### src/rtl/muldiv_unit_if.sv
// Issue/result bundle between EX control and the iterative multiply/divide unit.
// Control drives start/op/A/B; the unit returns busy/done and the HI/LO registers.
interface muldiv_unit_if #(
    parameter int WIDTH = 32
);
    logic             start;
    logic [2:0]       op;
    logic [WIDTH-1:0] A;
    logic [WIDTH-1:0] B;
    logic             busy;
    logic             done;
    logic [WIDTH-1:0] hi;
    logic [WIDTH-1:0] lo;

    modport master (
        output start, op, A, B,
        input  busy, done, hi, lo
    );

    modport slave (
        input  start, op, A, B,
        output busy, done, hi, lo
    );
endinterface

### src/rtl/muldiv_unit.sv
// Iterative MULT/MULTU/DIV/DIVU/MTHI/MTLO unit holding HI/LO.
// Shift-add multiply and restoring divide on sign-stripped magnitudes, one bit per cycle.
module muldiv_unit #(
    parameter int WIDTH = 32
) (
    input  logic          clk,
    input  logic          reset,
    muldiv_unit_if.slave  bus
);
    localparam int CW = $clog2(WIDTH + 1);

    localparam logic [1:0] S_IDLE = 2'd0;
    localparam logic [1:0] S_CALC = 2'd1;
    localparam logic [1:0] S_FIX  = 2'd2;

    logic [1:0]         state_q, state_d;
    logic [CW-1:0]      cnt_q, cnt_d;
    logic [1:0]         op_q, op_d;
    logic [2*WIDTH:0]   acc_q, acc_d;
    logic [WIDTH-1:0]   opnd_q, opnd_d;
    logic [WIDTH-1:0]   araw_q, araw_d;
    logic [WIDTH-1:0]   hi_q, hi_d;
    logic [WIDTH-1:0]   lo_q, lo_d;
    logic               qneg_q, qneg_d;
    logic               rneg_q, rneg_d;
    logic               dz_q, dz_d;
    logic               done_q, done_d;

    // Operand preparation at issue: even ops (MULT/DIV) are signed.
    logic               is_signed;
    logic               a_neg, b_neg;
    logic [WIDTH-1:0]   a_mag, b_mag;

    assign is_signed = ~bus.op[0];
    assign a_neg     = is_signed & bus.A[WIDTH-1];
    assign b_neg     = is_signed & bus.B[WIDTH-1];
    assign a_mag     = a_neg ? -bus.A : bus.A;
    assign b_mag     = b_neg ? -bus.B : bus.B;

    // Multiply step: acc = {partial high (W+1), multiplier/low product (W)}.
    logic [WIDTH:0]     mul_add, mul_sum;
    logic [2*WIDTH:0]   mul_next;

    assign mul_add  = acc_q[0] ? {1'b0, opnd_q} : '0;
    assign mul_sum  = acc_q[2*WIDTH:WIDTH] + mul_add;
    assign mul_next = {mul_sum, acc_q[WIDTH-1:0]} >> 1;

    // Divide step: acc = {remainder (W+1), dividend shifting out / quotient shifting in (W)}.
    logic [WIDTH:0]     div_shift, div_diff;
    logic [2*WIDTH:0]   div_next;

    assign div_shift = {acc_q[2*WIDTH-1:WIDTH], acc_q[WIDTH-1]};
    assign div_diff  = div_shift - {1'b0, opnd_q};
    assign div_next  = div_diff[WIDTH] ? {div_shift, acc_q[WIDTH-2:0], 1'b0}
                                       : {div_diff,  acc_q[WIDTH-2:0], 1'b1};

    logic [2*WIDTH-1:0] prod_fix;
    logic [WIDTH-1:0]   quo_fix, rem_fix;

    assign prod_fix = qneg_q ? -acc_q[2*WIDTH-1:0] : acc_q[2*WIDTH-1:0];
    assign quo_fix  = qneg_q ? -acc_q[WIDTH-1:0] : acc_q[WIDTH-1:0];
    assign rem_fix  = rneg_q ? -acc_q[2*WIDTH-1:WIDTH] : acc_q[2*WIDTH-1:WIDTH];

    always_comb begin
        state_d = state_q;
        cnt_d   = cnt_q;
        op_d    = op_q;
        acc_d   = acc_q;
        opnd_d  = opnd_q;
        araw_d  = araw_q;
        hi_d    = hi_q;
        lo_d    = lo_q;
        qneg_d  = qneg_q;
        rneg_d  = rneg_q;
        dz_d    = dz_q;
        done_d  = 1'b0;
        case (state_q)
            S_IDLE: begin
                if (bus.start) begin
                    if (!bus.op[2]) begin
                        state_d = S_CALC;
                        cnt_d   = '0;
                        op_d    = bus.op[1:0];
                        qneg_d  = a_neg ^ b_neg;
                        rneg_d  = a_neg;
                        dz_d    = (bus.B == '0);
                        araw_d  = bus.A;
                        if (bus.op[1]) begin
                            acc_d  = {{(WIDTH+1){1'b0}}, a_mag};
                            opnd_d = b_mag;
                        end else begin
                            acc_d  = {{(WIDTH+1){1'b0}}, b_mag};
                            opnd_d = a_mag;
                        end
                    end else if (bus.op == 3'd4) begin
                        hi_d = bus.A;
                    end else if (bus.op == 3'd5) begin
                        lo_d = bus.A;
                    end
                end
            end
            S_CALC: begin
                acc_d = op_q[1] ? div_next : mul_next;
                cnt_d = cnt_q + 1'b1;
                if (cnt_q == CW'(WIDTH - 1)) begin
                    state_d = S_FIX;
                end
            end
            S_FIX: begin
                state_d = S_IDLE;
                done_d  = 1'b1;
                if (!op_q[1]) begin
                    hi_d = prod_fix[2*WIDTH-1:WIDTH];
                    lo_d = prod_fix[WIDTH-1:0];
                end else if (dz_q) begin
                    // Divide by zero reports the raw dividend, not its magnitude.
                    hi_d = araw_q;
                    lo_d = '1;
                end else begin
                    hi_d = rem_fix;
                    lo_d = quo_fix;
                end
            end
            default: state_d = S_IDLE;
        endcase
    end

    always_ff @(posedge clk or posedge reset) begin
        if (reset) begin
            state_q <= S_IDLE;
            cnt_q   <= '0;
            op_q    <= '0;
            acc_q   <= '0;
            opnd_q  <= '0;
            araw_q  <= '0;
            hi_q    <= '0;
            lo_q    <= '0;
            qneg_q  <= 1'b0;
            rneg_q  <= 1'b0;
            dz_q    <= 1'b0;
            done_q  <= 1'b0;
        end else begin
            state_q <= state_d;
            cnt_q   <= cnt_d;
            op_q    <= op_d;
            acc_q   <= acc_d;
            opnd_q  <= opnd_d;
            araw_q  <= araw_d;
            hi_q    <= hi_d;
            lo_q    <= lo_d;
            qneg_q  <= qneg_d;
            rneg_q  <= rneg_d;
            dz_q    <= dz_d;
            done_q  <= done_d;
        end
    end

    assign bus.busy = (state_q != S_IDLE);
    assign bus.done = done_q;
    assign bus.hi   = hi_q;
    assign bus.lo   = lo_q;
endmodule

### src/flat_wrapper.sv
// flat-port wrapper written by rule: the top's interface ports become plain ports
module muldiv_unit_flat 
#(
    parameter int WIDTH = 32
)
  (clk, reset, bus_start, bus_op, bus_A, bus_B, bus_busy, bus_done, bus_hi, bus_lo);
  muldiv_unit_if #(.WIDTH(WIDTH)) bus_i ();
  input  logic clk;
  input  logic reset;
  input wire logic [$bits(bus_i.start)-1:0] bus_start;
  input wire logic [$bits(bus_i.op)-1:0] bus_op;
  input wire logic [$bits(bus_i.A)-1:0] bus_A;
  input wire logic [$bits(bus_i.B)-1:0] bus_B;
  output wire logic [$bits(bus_i.busy)-1:0] bus_busy;
  output wire logic [$bits(bus_i.done)-1:0] bus_done;
  output wire logic [$bits(bus_i.hi)-1:0] bus_hi;
  output wire logic [$bits(bus_i.lo)-1:0] bus_lo;
  assign bus_i.start = bus_start;
  assign bus_i.op = bus_op;
  assign bus_i.A = bus_A;
  assign bus_i.B = bus_B;
  assign bus_busy = bus_i.busy;
  assign bus_done = bus_i.done;
  assign bus_hi = bus_i.hi;
  assign bus_lo = bus_i.lo;
  muldiv_unit #(.WIDTH(WIDTH)) u_core (.clk(clk), .reset(reset), .bus(bus_i));
endmodule
### config.mk
export PLATFORM = sky130hd
export DESIGN_NAME = muldiv_unit_flat
export DESIGN_NICKNAME = d
export VERILOG_FILES = /design/src/rtl/muldiv_unit_if.sv /design/src/rtl/muldiv_unit.sv /design/src/flat_wrapper.sv
export SDC_FILE = /design/constraint.sdc
export NUM_CORES = 1
export LEC_CHECK = 0
export CORE_MARGIN = 1.5
export CORE_UTILIZATION = 50
export DETAILED_ROUTE_END_ITERATION = 7
export PLACE_DENSITY = 0.7
export SETUP_SLACK_MARGIN = 0.05
export SKIP_LAST_GASP = 1
export SYNTH_ARGS = -nofsm -noshare
export SYNTH_HDL_FRONTEND = slang
export SYNTH_SLANG_ARGS = --single-unit
export TNS_END_PERCENT = 20
### constraint.sdc
create_clock -name clk -period 9.3 [get_ports clk]
set_input_delay 2.79 -clock clk [delete_from_list [all_inputs] [get_ports clk]]
set_output_delay 2.79 -clock clk [all_outputs]
set_load 0.02 [all_outputs]
# == After elaboration in Yosys (flattened, before gate mapping) ==
# Index checks and enable logic that the tools add are counted.
# W data, S select, Z words.
# classes
addsub,8
multipliers,0
div_mod_pow,0
order_cmp,0
n_eq_ne,12
n_shift,0
mux,34
bitwise_logic,5
n_reduce_logical,10
# op_table
operator,n
$mux W32,18
$mux W65,4
$pmux W65 S2,1
$neg A32 Y32,4
$pmux W32 S2,2
$mux W64,1
$neg A64 Y64,1
$add A33 B33 Y33,1
$sub A33 B32 Y33,1
$logic_not A32 Y1,1
$mux W6,2
$pmux W6 S2,1
$reduce_and A3 Y1,3
$ne A2 B2 Y1 const B,4
$add A6 B1 Y6 const B,1
$eq A3 B3 Y1 const B,2
$eq A6 B5 Y1 const B,1
$mux W2,3
$ne A2 B1 Y1 const B,3
$reduce_bool A2 Y1,3
$reduce_and A5 Y1,1
$pmux W2 S2,1
$reduce_and A4 Y1,1
$and A1 B1 Y1,2
other kinds (6),7
# word_totals
reg_bits,207
latchBits,0
mem_bits_rw,0
romBits,0
wordCells,81
memories,0

# == Logic depth before layout (Yosys ltp) ==
# logic_depth
word_depth,7
mapped_depth,21
depth_no_buf,19

# == Worst setup path after synthesis ==
# No wires, ideal clock.
# synth_path
path_kind,input to register
startpoint,input port bus_A[14]
endpoint,register u_core.acc_q[30]
setup_ps,139
t_arrival_ps,4922
required_time_ps,9161
setup_slack_ps,4239
stages,10
n_path_buf,1
path_cell_list,clkbuf_1 > or4_1 > nor4_1 > nor4b_1 > inv_1 > o21ai_0 > xor2_1 > nand2_1 > o211ai_1 > a31oi_1
# synth_between
elab_chain_len,6
# synth_rtl
element,line_no,text
"start, declared",flat_wrapper.sv:12,input wire logic [$bits(bus_i.A)-1:0] bus_A;
$neg A32 Y32,muldiv_unit.sv:37,assign a_mag = a_neg ? -bus.A : bus.A;
$mux W32,muldiv_unit.sv:37,
$mux W32,muldiv_unit.sv:88,if (bus.op[1]) begin
$mux W65,muldiv_unit.sv:80,if (!bus.op[2]) begin
$mux W65,muldiv_unit.sv:79,if (bus.start) begin
$pmux W65 S2,muldiv_unit.sv:77,case (state_q)
"end signal, assigned",muldiv_unit.sv:133,acc_q <= '0;
"end signal, assigned",muldiv_unit.sv:146,acc_q <= acc_d;
"end, declared",muldiv_unit.sv:19,"logic [2*WIDTH:0] acc_q, acc_d;"
# No other way between the ends. The select of a mux whose other input is x is not followed.
# A chain may end at the register's enable or synchronous reset.

# == Final worst setup path ==
# layout_path
startpoint,register u_core.acc_q[32]
endpoint,register u_core.acc_q[60]
# layout_between
elab_chain_len,4
elab_cells_between_ends,5
# layout_rtl
element,line_no,text
$sub A33 B32 Y33,muldiv_unit.sv:53,"assign div_diff = div_shift - {1'b0, opnd_q};"
$mux W65,muldiv_unit.sv:54,"assign div_next = div_diff[WIDTH] ? {div_shift, acc_q[WIDTH-2:0], 1'b0}"
$mux W65 *,muldiv_unit.sv:103,acc_d = op_q[1] ? div_next : mul_next;
$pmux W65 S2 *,muldiv_unit.sv:77,
# Mark *: on every way between the ends. The rest lies on a longest branch, timed or not.

==> results by group <==
Critical path
  – Setup Crit Path Kind: register to register
  – Reg2Reg Depth: 17
  – Origin of the critical flop-to-flop path: u_core.acc_q[32]$_DFFE_PP0P_
  – Worst Setup End Kind: register
  – CP peak stage delay: 0.87 ns
  – Startpoint types: register
  – Slowest cell on the critical path: ha_1
  – WP data required: 9.77 ns
  – End of the critical path: u_core.acc_q[60]$_DFFE_PP0P_
  – CP arrival: 6.77 ns
  – FF-to-FF End: u_core.acc_q[60]$_DFFE_PP0P_
  – Critical path startpoint: u_core.acc_q[32]$_DFFE_PP0P_
  – Worst path cell trace: inv_1 -> fa_1 -> nor2b_1 -> o211ai_1 -> a31oi_1 -> a211oi_1 -> o41ai_1 -> nand3_1 -> a31oi_1 -> o41ai_1 -> o21ai_0 -> a21o_1 -> ha_1 -> nand3_1 -> nor3b_1 -> mux2i_1 -> nand4b_1
  – Flop2flop setup slack: 3.00 ns
  – CP max FO: 26

Cells and area
  – Final Cell Area: 19030 µm²
  – Fin nets: 2340
  – Most frequent cells in the layout: nand2_1, dfrtp_1, o21ai_0, nor2_1, a21oi_1
  – Layout Area Growth over Synthesis: 13.53%
  – Fin cells: 2654
  – Commonest non-fill, non-tap cell in the layout: nand2_1
  – Layout cells sized above 1: 4.387%

Logic synthesis
  – Synth unique cells: 76
  – Register area share after synthesis: 30.76%
  – Synthesized area per cell: 7.734 µm²
  – Async SR Flop Fraction: 100.0%
  – Synth Register Bits: 206
  – EDFF count, synth: 0
  – Mapped Cells: 2167
  – Synth Net Count: 2309
  – Synth warnings: 0
  – Synthesized area: 16760 µm²
  – Ys flop type: dfrtp_1

Clock network
  – H-tree depth: 1
  – Worst-Skew Late Latency: 0.55 ns
  – Setup bufs post-CTS: 0
  – Root buf cell: clkbuf_16
  – CTS Buffer Depth: 3
  – PostCTS Resize Cnt: 0
  – CTS tree: built
  – Hold-fix buffers, CTS: 0
  – Clk sinks: 206
  – Clock-pin slew of the registers on the worst-case setup and hold paths: 0.06 ns
  – TritonCTS Buffers: 25

STA
  – Final Max Slew Viols: 0
  – Final setup fails: 0
  – RSZ-0062 raised after global routing: false
  – Hold Vio Cnt, Final: 0
  – Slew margin rel.: 25.14%
  – Final Skew: 0.01873 ns
  – Worst-margin pin slew: 1.123 ns
  – Fin Setup TNS: 0 ns
  – Fmax achieved: 0.1587 GHz
  – Fin crit share: 67.74%
  – Final Critical Period: 6.299 ns

Routing
  – Routed Antenna Nets: 0
  – Wire length per cell: 23.95 µm
  – Drt pass-1 iters: 7
  – Via/cell ratio: 6.502
  – 1st-iter DRT viols: 2121
  – Post-Route WL: 63.57 mm
  – Routed vias: 17260
  – DRC: 0

Power and ir drop
  – Worst IR Drop VDD: 0.0001994 V
  – P per Cell Area: 323.0 nW/µm²
  – Pleak: 7.867 nW

Min path
  – Hold WC Path Type: register to register

Job
  – Max-cap violations: 0

Placement
  – IO buf count: 135
  – Post-DP Area: 18270 µm²
  – GPL Wtd Cong: 1.018
  – Placed Cells: 2613
  – Dpl hpwl: 46.69 mm

Global routing
  – GRT Resource Usage Total: 36.61%
  – Vias in the first global route: 15960
  – Initial antenna violation count: 1
  – Pin count of the biggest net entering global routing: 92
  – Global-route wire length before repair: 95.70 mm
  – Overflow after GRT: 0

Floorplan
  – Starting density of the core: 51.12%
  – I/O pins: 136
  – Die ar.: 34620 µm²
  – Core ar.: 32780 µm²
  – # rows: 66
  – Die X-Extent: 186.1 µm
  – Die height: 186.1 µm

Run status
  – Outcome: finished, final reports clean
[kinds of logic after synthesis]
kind of cell,Yosys count,synth area share (%)
and+or+nand+nor,733,19.90
AOI/OAI and AO/OA,709,26.70
buffers and inverters,225,5.137
DFF,206,30.76
xor gates and xnor gates,170,8.885
adders and majority gates,72,5.465
muxes,52,3.151
[metal layers]
layer / wire length [µm] / global-route usage (%)
met2: 27700 / 55.76
met3: 6853 / 7.435
met4: 3407 / 17.58
met1: 25620 / 49.52
met5: 0 / 0
[power breakdown]
group	leakage (nW)	switching, mW	internal [mW]
clock network	0.369	0.401	0.539
logic	5.03	2.06	1.43
registers	2.47	0.536	1.18
[worst min-delay path by stage]
stage / startpoint / endpoint / slack (ns) / depth (start not counted)
CTS: u_core.araw_q[7]$_DFFE_PP0P_ / u_core.araw_q[7]$_DFFE_PP0P_ / 0.47 / 2
floorplan: u_core.araw_q[16]$_DFFE_PP0P_ / u_core.araw_q[16]$_DFFE_PP0P_ / 0.44 / 2
global placement: u_core.araw_q[7]$_DFFE_PP0P_ / u_core.araw_q[7]$_DFFE_PP0P_ / 0.45 / 2
global route: u_core.araw_q[16]$_DFFE_PP0P_ / u_core.araw_q[16]$_DFFE_PP0P_ / 0.49 / 2
finish: u_core.bus.lo[9]$_DFFE_PP0P_ / u_core.bus.lo[9]$_DFFE_PP0P_ / 0.47 / 1
detailed placement: u_core.araw_q[7]$_DFFE_PP0P_ / u_core.araw_q[7]$_DFFE_PP0P_ / 0.46 / 2
[state kept, by name, indices dropped and copies added, names as in the netlist]
register,count
u_core.acc_q,65
u_core.araw_q,32
u_core.bus.hi,32
u_core.bus.lo,32
u_core.opnd_q,32
u_core.cnt_q,6
u_core.state_q,2
u_core.bus.done,1
u_core.dz_q,1
u_core.op_q,1
u_core.qneg_q,1
u_core.rneg_q,1
[cells in the mapped netlist, types with 11 or more instances]
| cell | n | area, µm² |
|---|---|---|
| or2_2 | 13 | 81.33 |
| a21oi_1 | 172 | 860.8 |
| nand2b_1 | 13 | 81.33 |
| nor2_1 | 184 | 690.7 |
| o22ai_1 | 14 | 87.58 |
| buf_1 | 21 | 78.83 |
| nor3_1 | 30 | 150.1 |
| o21ai_0 | 196 | 980.9 |
| nor4_1 | 11 | 68.82 |
| inv_1 | 69 | 259.0 |
| dfrtp_1 | 206 | 5155 |
| xor2_1 | 98 | 858.3 |
| ha_1 | 70 | 875.8 |
| o211ai_1 | 49 | 367.9 |
| o31ai_1 | 29 | 217.7 |
| a222oi_1 | 14 | 140.1 |
| a32oi_1 | 22 | 192.7 |
| and3_1 | 11 | 68.82 |
| nand2_1 | 324 | 1216 |
| or4_1 | 16 | 120.1 |
| a22oi_1 | 14 | 105.1 |
| and2_1 | 20 | 125.1 |
| a31oi_1 | 27 | 168.9 |
| clkbuf_1 | 130 | 488.0 |
| nand3_1 | 26 | 130.1 |
| nor2b_1 | 20 | 125.1 |
| or3_1 | 23 | 143.9 |
| a211oi_1 | 59 | 442.9 |
| mux2i_1 | 46 | 460.4 |
| a21o_1 | 41 | 307.8 |
| xnor2_1 | 72 | 630.6 |
| nand4_1 | 11 | 68.82 |
[worst max-delay path: cells and delay by family, from the launching register on]
family	cells	cell delay, ns
simple gates	5	1.57
compound gates	8	2.49
fa+ha+maj	2	1.33
mux	1	0.11
flops	1	0.57
buf+inv	1	0.15
[stage by stage]
step | hold WS, ns | total power, mW | utilization [%] | setup WS (ns)
after floorplan | 0.4404 | 4.059 | - | 0.8859
after global placement | 0.4540 | 5.024 | 55.72 | 3.235
after detailed placement | 0.4582 | 5.099 | 55.72 | 3.176
after CTS | 0.4725 | 6.046 | 58.03 | 3.211
after global routing | 0.4856 | 6.532 | 58.03 | 2.625
final | 0.4716 | 6.146 | 58.03 | 3.001
[layout make-up]
class / instances / area (µm²)
flip-flops and latches: 206 / 5156
fillers: 3092 / 13760
well taps: 442 / 553.0
clock buffers: 32 / 681.9
inverters: 71 / 274.0
clock inverters: 8 / 73.82
repair buffers: 158 / 1519
multi-input cells: 1736 / 10770
diodes: 1 / 2.502
No activity file was read; power rests on OpenSTA's default activity.
